## src/rtl/ppl_key_port.sv

```systemverilog
// Memory-mapped key/switch input port: 2-FF sync, tick-based debounce, sticky W1C
// press events and a masked interrupt flag. Optional release events: KEYPORT_RELEASE_EVT_EN.
module ppl_key_lane #(
  parameter bit INV = 1'b0
) (
  input  logic       clk,
  input  logic       reset,
  input  logic       key,
  input  logic       tick,
  input  logic [7:0] thr,
  output logic       level,
  output logic       rise,
  output logic       fall
);
  logic [1:0] sync;
  logic [7:0] cnt;
  logic       s;
  logic       hit_thr;
  logic       flip;

  always_ff @(posedge clk or negedge reset) begin
    if (!reset) sync <= '0;
    else        sync <= {sync[0], key};
  end

  assign s       = sync[1] ^ INV;
  // 9-bit compare so cnt=255 cannot wrap past the threshold
  assign hit_thr = ({1'b0, cnt} + 9'd1) >= {1'b0, thr};
  assign flip    = tick && (s != level) && hit_thr;
  assign rise    = flip & s;
  assign fall    = flip & ~s;

  always_ff @(posedge clk or negedge reset) begin
    if (!reset) begin
      level <= 1'b0;
      cnt   <= '0;
    end else if (tick) begin
      if (s == level) begin
        cnt <= '0;
      end else if (hit_thr) begin
        level <= s;
        cnt   <= '0;
      end else begin
        cnt <= cnt + 8'd1;
      end
    end
  end
endmodule

module ppl_key_port #(
  parameter logic [31:0] BASE_ADDR = 32'h0000_00C0,
  parameter int          NKEYS     = 10,
  parameter logic [NKEYS-1:0] KEY_INV = '0,
  parameter int          TICK_DIV  = 50000,
  parameter logic [7:0]  DB_DEF    = 8'd4
) (
  input  logic             clk,
  input  logic             reset,
  input  logic [NKEYS-1:0] keys,
  input  logic [31:0]      addr,
  input  logic [31:0]      wdata,
  input  logic             we,
  output logic [31:0]      rdata,
  output logic             irq
);
  localparam int PW = (TICK_DIV > 1) ? $clog2(TICK_DIV) : 1;

  typedef struct packed {
    logic       hit;
    logic [2:0] off;
    logic       wr;
  } req_t;

  req_t             req;
  logic [PW-1:0]    pre;
  logic             tick;
  logic [7:0]       cfg_q, cfg_nxt, thr_eff;
  logic [NKEYS-1:0] level, rise_v, fall_v;
  logic [NKEYS-1:0] event_q, event_nxt, mask_q, mask_nxt;
  logic [NKEYS-1:0] rel_nxt;
  logic             unused_ok;

  assign unused_ok = &{1'b0, addr[1:0], wdata, fall_v};

  assign req.hit = (addr[31:5] == BASE_ADDR[31:5]);
  assign req.off = addr[4:2];
  assign req.wr  = we & req.hit;

  // tick is registered: high for the one cycle in which the count sits at 0
  always_ff @(posedge clk or negedge reset) begin
    if (!reset) begin
      pre  <= '0;
      tick <= 1'b0;
    end else begin
      pre  <= (pre == PW'(TICK_DIV - 1)) ? '0 : pre + PW'(1);
      tick <= (pre == PW'(TICK_DIV - 1));
    end
  end

  assign thr_eff = (cfg_q == 8'd0) ? 8'd1 : cfg_q;

  for (genvar i = 0; i < NKEYS; i++) begin : g_lane
    ppl_key_lane #(.INV(KEY_INV[i])) u_lane (
      .clk   (clk),
      .reset (reset),
      .key   (keys[i]),
      .tick  (tick),
      .thr   (thr_eff),
      .level (level[i]),
      .rise  (rise_v[i]),
      .fall  (fall_v[i])
    );
  end

  // set wins over a same-cycle W1C store
  always_comb begin
    event_nxt = event_q | rise_v;
    mask_nxt  = mask_q;
    cfg_nxt   = cfg_q;
    if (req.wr) begin
      case (req.off)
        3'd1:    event_nxt = (event_q & ~wdata[NKEYS-1:0]) | rise_v;
        3'd2:    mask_nxt  = wdata[NKEYS-1:0];
        3'd3:    cfg_nxt   = wdata[7:0];
        default: ;
      endcase
    end
  end

`ifdef KEYPORT_RELEASE_EVT_EN
  logic [NKEYS-1:0] rel_q;

  always_comb begin
    rel_nxt = rel_q | fall_v;
    if (req.wr && req.off == 3'd4) rel_nxt = (rel_q & ~wdata[NKEYS-1:0]) | fall_v;
  end

  always_ff @(posedge clk or negedge reset) begin
    if (!reset) rel_q <= '0;
    else        rel_q <= rel_nxt;
  end
`else
  assign rel_nxt = '0;
`endif

  always_ff @(posedge clk or negedge reset) begin
    if (!reset) begin
      event_q <= '0;
      mask_q  <= '0;
      cfg_q   <= DB_DEF;
      irq     <= 1'b0;
    end else begin
      event_q <= event_nxt;
      mask_q  <= mask_nxt;
      cfg_q   <= cfg_nxt;
      irq     <= |((event_nxt | rel_nxt) & mask_nxt);
    end
  end

  always_comb begin
    rdata = '0;
    if (req.hit) begin
      case (req.off)
        3'd0:    rdata = {{(32-NKEYS){1'b0}}, level};
        3'd1:    rdata = {{(32-NKEYS){1'b0}}, event_q};
        3'd2:    rdata = {{(32-NKEYS){1'b0}}, mask_q};
        3'd3:    rdata = {24'd0, cfg_q};
`ifdef KEYPORT_RELEASE_EVT_EN
        3'd4:    rdata = {{(32-NKEYS){1'b0}}, rel_q};
`endif
        default: rdata = '0;
      endcase
    end
  end
endmodule

```

## config.mk

```make
export PLATFORM = sky130hd
export DESIGN_NAME = ppl_key_port
export DESIGN_NICKNAME = d
export VERILOG_FILES = /design/src/rtl/ppl_key_port.sv
export SDC_FILE = /design/constraint.sdc
export NUM_CORES = 1
export LEC_CHECK = 0
export BUFFER_PORTS_ARGS = -buffer_cell sky130_fd_sc_hd__buf_2
export CAP_MARGIN = 30
export CORE_UTILIZATION = 40
export DETAILED_ROUTE_END_ITERATION = 10
export PLACE_DENSITY = 0.66
export SLEW_MARGIN = 20
export SYNTH_ARGS = -nofsm -noshare
export SYNTH_HDL_FRONTEND = slang
export SYNTH_SLANG_ARGS = --single-unit
```

## constraint.sdc

```tcl
create_clock -name clk -period 2.72 [get_ports clk]
set_clock_uncertainty 0.15 [all_clocks]
set_input_delay 0.408 -clock clk [delete_from_list [all_inputs] [get_ports clk]]
set_output_delay 0.408 -clock clk [all_outputs]
set_load 0.1 [all_outputs]
```

# Word-level counts from Yosys, hierarchy flattened
# Cells that the tools add are included.
# W data, S select, Z words.
# totals
ff_bits,156
in_bits,77
# op_classes
add_sub_neg,21
n_lt_le_gt_ge,10
n_eq_ne,25
n_mux,28
n_bitwise,26
n_reduce_logical,34
# op_table
operator,n
$mux W8,21
$add A8 B1 Y9 const B,10
$ge A9 B8 Y1,10
$add A8 B1 Y8 const B,10
$mux W10,4
$pmux W10 S4,1
$mux W32,1
$reduce_and A3 Y1,10
$eq A27 B3 Y1 const B,1
$and A10 B10 Y10,2
$logic_and A1 B1 Y1,20
$or A10 B10 Y10,2
$add A16 B1 Y16 const B,1
$eq A16 B16 Y1 const B,1
$mux W16,1
$and A1 B1 Y1,11
$eq A1 B1 Y1,10
$ne A1 B1 Y1,10
$not A1 Y1,10
$not A10 Y10,1
$reduce_or A10 Y1,1
$logic_not A8 Y1,1
$eq A3 B2 Y1 const B,2
$eq A3 B1 Y1 const B,1
2 further kinds,2

# Logic depth before layout (Yosys ltp)
# Gate-level depths: netlist of run 1.
# logic_depth
word_depth,10
mapped_depth,12

# Hierarchy
# Synthesis of run 1 repeated with hierarchy kept, for this count alone.
# hier_totals
cells_unflattened,1099
area_unflattened_um2,10685.2
# by_module_without_submodules
module,instances,cells_per_inst,area_each_um2
ppl_key_lane,10,86,808.3
ppl_key_port,1,239,2602.5

# Worst setup path after synthesis of run 1
# Ideal clock, no wire load.
# synth_timing
kind,register to register
startpoint,reg g_lane[2].u_lane.cnt[0]
endpoint,reg g_lane[2].u_lane.level
t_arrival_ns,2.710
t_required_ns,2.445
slack_ns,-0.265
stages_incl_launch_ff,12
synth_period_minus_slack_ns,2.985
cell_sequence,dfrtp_1 ha_1 nand2_1 or2_2 xnor2_1 ha_1 and3_1 a221oi_1 o31ai_1 a41oi_2 nand2b_1 mux2_2
# synth_via
elab_chain_cells,3
# synth_lines
item,line_no,source
start: declaration,16,logic [7:0] cnt;
start signal: assignment,44,cnt <= cnt + 8'd1;
$add A8 B1 Y9,28,"assign hit_thr = ({1'b0, cnt} + 9'd1) >= {1'b0, thr};"
$ge A9 B8 Y1,28,
$reduce_and A3 Y1 (no line),n/a,
end signal: assignment,41,level <= s;
end: declaration,11,"output logic level,"
# No other way between the ends.
# A chain may end at the register's enable or synchronous reset.

# Final worst setup path of run 1
# layout_timing
startpoint,reg g_lane[6].u_lane.cnt[1]
endpoint,reg irq
# layout_via
elab_chain_cells,9
word_cells_on_any_way,10
# layout_lines
item,line_no,source
start: declaration,16,
start signal: assignment,44,
$add A8 B1 Y9 (*),28,
$ge A9 B8 Y1 (*),28,
$logic_and A1 B1 Y1 (*),29,assign flip = tick && (s != level) && hit_thr;
$and A1 B1 Y1 (*),30,assign rise = flip & s;
$or A10 B10 Y10 (on tied branches),"117, 122",
$mux W10,121,case (req.off)
$mux W10 (*),120,if (req.wr) begin
named net event_nxt[6],79,"logic [NKEYS-1:0] event_q, event_nxt, mask_q, mask_nxt;"
$and A10 B10 Y10 (*),156,irq <= |((event_nxt | rel_nxt) & mask_nxt);
$reduce_or A10 Y1 (*),156,
end signal: assignment,156,
end: declaration,64,output logic irq
# Mark *: on every way through the listed nets, which the timed path passes. The rest lies on a longest branch.

==> reports/qor.txt, run 1 <==
vias in the first global route -> 8848
f_max -> 320 MHz
Gate Count Post-Synth -> 1007
Synth area leaders -> dfrtp_1 (39%), ha_1 (10%), xnor2_1 (5.5%)
crit path time final -> 3.13 ns
final core utilization -> 59.9%
fin crit share -> 115%
Lkg Pwr -> 7.03 nW
Cell Rows -> 57
cells on worst reg2reg path -> 13
Initial Util -> 40.6%
Hold Startpoint -> wdata[5]
post-route ant nets -> 0
top-area cell type share of the netlist area -> 39.4%
core region area -> 24200 sq um
number of flops mapped to enable cells by yosys -> 0
Hold Path End -> cfg_q[5]$_DFFE_PN0P_
VDD IR max -> 347 uV
Pins Over Slew Limit -> 0
Ys Warns -> 0
post-route setup slack -> -0.410 ns
Die Wd -> 159 um
Final setup viols -> 91
worst slew pin tran -> 0.687 ns
routability congestion estimate -> 0.801
final non-filler cell total -> 1627
worst-skew pair later-pin latency -> 0.44 ns
Worst setup SP type -> flop
DR vias/cell -> 5.30
Layout area overhead -> 47.7%
drt wl/cell -> 17.0 um
die area -> 25200 sq um
Worst Hold Class -> in2reg
flop2flop setup slack -> -0.41 ns
number of remaining DRC errors -> 0
CTS tree -> yes
max-cap check violation count -> 0
DR pass1 iterations -> 5
via count -> 8615
htree depth -> 4
Pwr Total -> 0.00507 W
global-route wire length before repair -> 43000 um
cell taking the most area after synthesis -> dfrtp_1
Worst-path clk slew -> 0.07 ns
Async SR Flop Fraction -> 100%
Synth Cell Area -> 9830 sq um
max_slew headroom -> 54.0%
antenna cells -> 0
num ports -> 110
Total GRT Usage -> 21.4%
largest net degree at the start of global routing -> 58
critical path arrival -> 3.28 ns
Required @ worst endpoint -> 2.87 ns
Placed Instances -> 1536
DPL Wire Length -> 17300 um
final hold violation count -> 0
Synth Area per Inst -> 9.76 sq um
Max Buffers Root-to-Sink -> 2
Final #Nets -> 1448
Die Y -> 159 um
crit-path max FO -> 2
register area share after synthesis -> 39.7%
# port buffers -> 63
Yosys reg bits -> 156
ys flop type -> dfrtp_1
post-route cell area -> 14500 sq um
PD cells -> 349 nW/um^2
Worst Setup End Kind -> flop
WL final -> 27700 um
status -> complete, but fails checks
area post-placement -> 12000 sq um
DRT iter0 DRCs -> 461
Sink Count -> 156
Hold Crit Depth -> 3
initial antenna violation count -> 0
number of CTS-inserted buffers -> 17
layout cells sized above 1 -> 43.9%
reg2reg start -> g_lane[6].u_lane.cnt[1]$_DFFE_PN0P_
worst reg2reg endpoint -> irq$_DFF_PN0_
RSZ-0062 raised after global routing -> yes
grt ovf -> 0
CP Class -> reg2reg
Netlist cell types -> 68
clock root buffer -> clkbuf_16
failing checks -> setup timing
area by class of cell:
cell class,count,area [sq um]
multi-input cells,733,6900
flip-flops and latches,156,3910
clock inverters,13,126
inverters,93,352
well taps,324,405
clock buffers,19,453
fillers,1885,9730
repair buffers,289,2370
what timing repair did:
action                                 4_1_cts  5_1_grt
cloned                                       1        0
buffers inserted                            29       28
endpoints found under the hold margin       62        0
gates resized for setup                    172      159
hold buffers                                11        0
setup endpoints to repair                   79       98
pin swaps                                   57       69
cells in the mapped netlist, types with 5 or more instances:
cell and n:
nand2_1 63, or3_1 5, o31ai_1 7, nand4_1 29, nor2_1 30, inv_1 93
xnor2_1 62, nand2b_1 54, xor2_1 17, and3_1 21, a21o_1 14, mux2_2 14
buf_4 23, ha_1 81, dfrtp_1 155, mux4_2 8, o22ai_1 15, maj3_1 8
clkbuf_1 21, mux2i_1 14, nand3_1 49, nor4_1 7, a21oi_1 26, nor3_1 9
o2111ai_1 6, nor2b_1 8, or2_2 7, o21ai_0 87
worst max path at each step:
stage | to | from | slack [ns]
global placement | irq$_DFF_PN0_ | cfg_q[2]$_DFFE_PN1P_ | -0.26
floorplan | g_lane[2].u_lane.level$_DFFE_PN0N_ | g_lane[2].u_lane.cnt[0]$_DFFE_PN0P_ | -0.14
global route | irq$_DFF_PN0_ | g_lane[6].u_lane.cnt[0]$_DFFE_PN0P_ | -0.56
CTS | irq$_DFF_PN0_ | g_lane[5].u_lane.cnt[0]$_DFFE_PN0P_ | -0.28
finish | irq$_DFF_PN0_ | g_lane[6].u_lane.cnt[1]$_DFFE_PN0P_ | -0.41
detailed placement | irq$_DFF_PN0_ | g_lane[3].u_lane.cnt[0]$_DFFE_PN0P_ | -0.34
power by group:
group	switching, W	internal, W	total, W	leakage (nW)
sequential	0.0000106	0.00233	0.00234	2.04
clock	0.00108	0.00133	0.00241	0.286
combinational	0.000238	0.0000739	0.000312	4.71
total	0.00133	0.00374	0.00507	7.03
kinds of logic (layout without fill, tap and decap cells):
kind of cell / Yosys count / after routing / synth area share (%)
AOI/OAI and AO/OA: 193 / 194 / 12.4
DFF: 156 / 156 / 39.7
buffers and inverters: 140 / 414 / 6.31
adders and majority gates: 89 / 89 / 11.1
and+or+nand+nor: 312 / 312 / 18.4
other: 1 / 22 / 0.0381
xor gates and xnor gates: 79 / 79 / 7.04
muxes: 37 / 37 / 5.01
layout by cell type (no fill, tap or decap), types with 9 or more instances in the layout:
cell type and count:
nand2b_4 40, xnor2_1 37, conb_1 22, buf_4 174
nand3_1 39, inv_1 92, a21oi_1 17, clkbuf_16 17
dfrtp_1 152, buf_12 12, nand2b_1 14, nand4_1 29
mux2i_1 14, dlygate4sd3_1 11, nor2_1 26, ha_4 14
and3_1 14, o21ai_0 18, xor2_1 17, o22ai_2 12
buf_2 52, buf_6 40, ha_1 66, o21ai_2 32
a21oi_2 9, nand2_1 61, o21ai_1 34, a21o_1 14
xnor2_2 24
per-layer routing:
metal	vias to the layer above	share of wire (%)	GRT usage, %
li1	4111	-	-
met1	4234	43	25.9
met2	213	50	37.0
met3	57	3.8	3.66
met4	0	3.1	9.58
met5	-	0	0
critical path: stages, from the launching register on:
cell       delay [ns]
dfrtp_1          0.36
buf_4            0.14
ha_4             0.14
nand3_4          0.10
nor3_4           0.27
xnor2_2          0.15
ha_1             0.29
a21oi_2          0.17
o22ai_2          0.09
a311oi_2         0.30
o21ai_2          0.13
a22o_1           0.30
a2111oi_4        0.28
nand4_1          0.12
registers in the layout, summed over array words and instances, names as in the netlist:
register,count
g_lane.u_lane.sync,20
event_q,10
cfg_q,8
mask_q,10
irq,1
tick,1
g_lane.u_lane.level,10
g_lane.u_lane.cnt,80
pre,16
through the flow:
| step | hold WS [ns] | setup TNS [ns] | setup WS [ns] |
|---|---|---|---|
| floorplan | -0.0376 | -0.334 | -0.138 |
| global route | 0.0715 | -22.91 | -0.558 |
| finish | 0.0876 | -11.84 | -0.410 |
| detailed placement | 0.186 | -7.51 | -0.336 |
| global placement | 0.184 | -4.63 | -0.263 |
| CTS | 0.0573 | -4.75 | -0.282 |
Power figures use the tool's default switching activity.
==> run 2: changes to the inputs <==
- PLACE_DENSITY: 0.66 -> unset
==> run 2 against run 1 <==
Compared with the run above: the run still ends with setup timing left; design area is 0.49% lower; final cell count down 0.49%; utilization fell by 0.29 points; global-route usage is 0.074 points higher; via count fell by 1.3%; worst hold slack got worse by 0.019 ns; die area unchanged; sequential share of layout area up 0.13 points; flip-flop and latch count is the same; critical endpoint unchanged; largest power group unchanged.
==> reports/qor.txt, run 2 (same netlist as run 1, synthesis figures left out) <==
max_slew headroom -> 46.3%
Final #Nets -> 1440
Worst setup SP type -> flop
Max Buffers Root-to-Sink -> 2
most common cell after layout, fill and taps aside -> buf_4
Final setup viols -> 80
Worst Hold Class -> in2reg
Largest register FFs -> 80
routability congestion estimate -> 0.838
worst-skew pair later-pin latency -> 0.44 ns
number of CTS-inserted buffers -> 17
pre-CTS setup slack -> -0.314 ns
number of remaining DRC errors -> 0
die area -> 25200 sq um
global-route wire length before repair -> 43100 um
highest routed layer -> met5
max-cap check violation count -> 0
via count -> 8502
met2 WL post-DR -> 13400 um
# port buffers -> 63
critical path arrival -> 3.19 ns
worst slew pin tran -> 0.802 ns
vias in the first global route -> 8455
met3 wire len -> 1020 um
Top Registers -> g_lane.u_lane.cnt x80, g_lane.u_lane.sync x20, pre x16
crit path time final -> 3.03 ns
grt ovf -> 0
RSZ-0062 raised after global routing -> yes
Worst Setup End Kind -> flop
commonest non-fill, non-tap cells in the layout -> buf_4 (166), dfrtp_1 (152), inv_1 (91)
f_max -> 330 MHz
WL final -> 27600 um
core region area -> 24200 sq um
largest net degree at the start of global routing -> 60
Pwr Total -> 0.00527 W
Pins Over Slew Limit -> 0
crit-path cells -> and3_1 -> nand3_1 -> nor3_2 -> xnor2_1 -> ha_1 -> nand3_2 -> o22ai_1 -> a311oi_2 -> o21ai_2 -> a22o_1 -> a2111oi_2 -> nand4_1
post-route setup slack -> -0.313 ns
DRT iter0 DRCs -> 415
DR vias/cell -> 5.25
CTS tree -> yes
post-route cell area -> 14400 sq um
Cell Rows -> 57
htree depth -> 4
PD cells -> 365 nW/um^2
CP Class -> reg2reg
Worst-path clk slew -> 0.07 ns
crit-path max FO -> 3
DPL Wire Length -> 17800 um
Die Y -> 159 um
Total GRT Usage -> 21.5%
Initial Util -> 40.6%
Die Wd -> 159 um
failing checks -> setup timing
clock root buffer -> clkbuf_16
Required @ worst endpoint -> 2.87 ns
DR pass1 iterations -> 5
layout cells sized above 1 -> 42.2%
drt wl/cell -> 17.0 um
slowest stage delay, CP -> 0.40 ns
antenna cells -> 0
Sink Count -> 156
slowest CP cell -> dfrtp_1
status -> complete, but fails checks
num ports -> 110
M1 WL -> 12200 um
Hold WS -> 0.0690 ns
initial antenna violation count -> 1
area post-placement -> 12000 sq um
VDD IR max -> 292 uV
final hold violation count -> 0
Layout area overhead -> 46.9%
post-route ant nets -> 0
fin crit share -> 112%
Top reg by flops -> g_lane.u_lane.cnt
Lkg Pwr -> 6.82 nW
==> run 2: critical path: cells and delay by family (launching register included) <==
kind                       cells  cell delay [ns]
AOI/OAI and AO/OA              5             1.14
adders and majority gates      1             0.31
and+or+nand+nor                5             0.72
DFF                            1             0.40
xor gates and xnor gates       1             0.19
==> run 2: path summary, 6_finish.rpt <==
path	end	slack, ns	cells past startpoint	startpoint
max	irq$_DFF_PN0_	-0.31	12	g_lane[6].u_lane.cnt[1]$_DFFE_PN0P_
max in group asynchronous	g_lane[2].u_lane.cnt[0]$_DFFE_PN0P_	1.51	3	reset
max reg2reg	irq$_DFF_PN0_	-0.31	12	g_lane[6].u_lane.cnt[1]$_DFFE_PN0P_
min reg2reg	g_lane[1].u_lane.sync[1]$_DFF_PN0_	0.20	0	g_lane[1].u_lane.sync[0]$_DFF_PN0_
min	cfg_q[7]$_DFFE_PN0P_	0.07	3	wdata[7]
min in group asynchronous	g_lane[7].u_lane.cnt[2]$_DFFE_PN0P_	0.25	2	reset
==> run 2: timing repair <==
action,CTS,global route
hold endpoints to repair,30,0
buffers inserted,23,26
resized for setup,147,150
pin swaps,56,77
endpoints found under the setup margin,76,99
gates cloned,1,0
hold buffers,11,0
==> run 2: metrics by stage <==
step | TNS [ns] | cells | utilization, %
final | -8.81 | 1619 | 59.6
after global routing | -18.69 | 1619 | 59.6
after CTS | -7.58 | 1595 | 55.8
after detailed placement | -9.92 | 1532 | 49.4
after global placement | -7.24 | 1532 | 49.4
after floorplan | -0.334 | 1028 | -
==> run 2: layout make-up <==
class                      instances  area (sq um)
clock buffer                      18           439
clock inverter                    14           193
fill                            1937          9800
inverter                          93           355
multi-input combinational        733          6790
sequential                       156          3910
tap                              324           405
timing repair buffer             281          2350
==> run 2: per-layer routing <==
layer	vias to the layer above	GRT usage [%]
li1	4085	-
met1	4148	27.7
met2	197	35.8
met3	70	3.97
met4	2	7.55
met5	-	0
==> run 2: power by group <==
group | internal [W] | switching, W
clock | 0.00151 | 0.00111
combinational | 0.0000740 | 0.000239
sequential | 0.00233 | 0.0000102
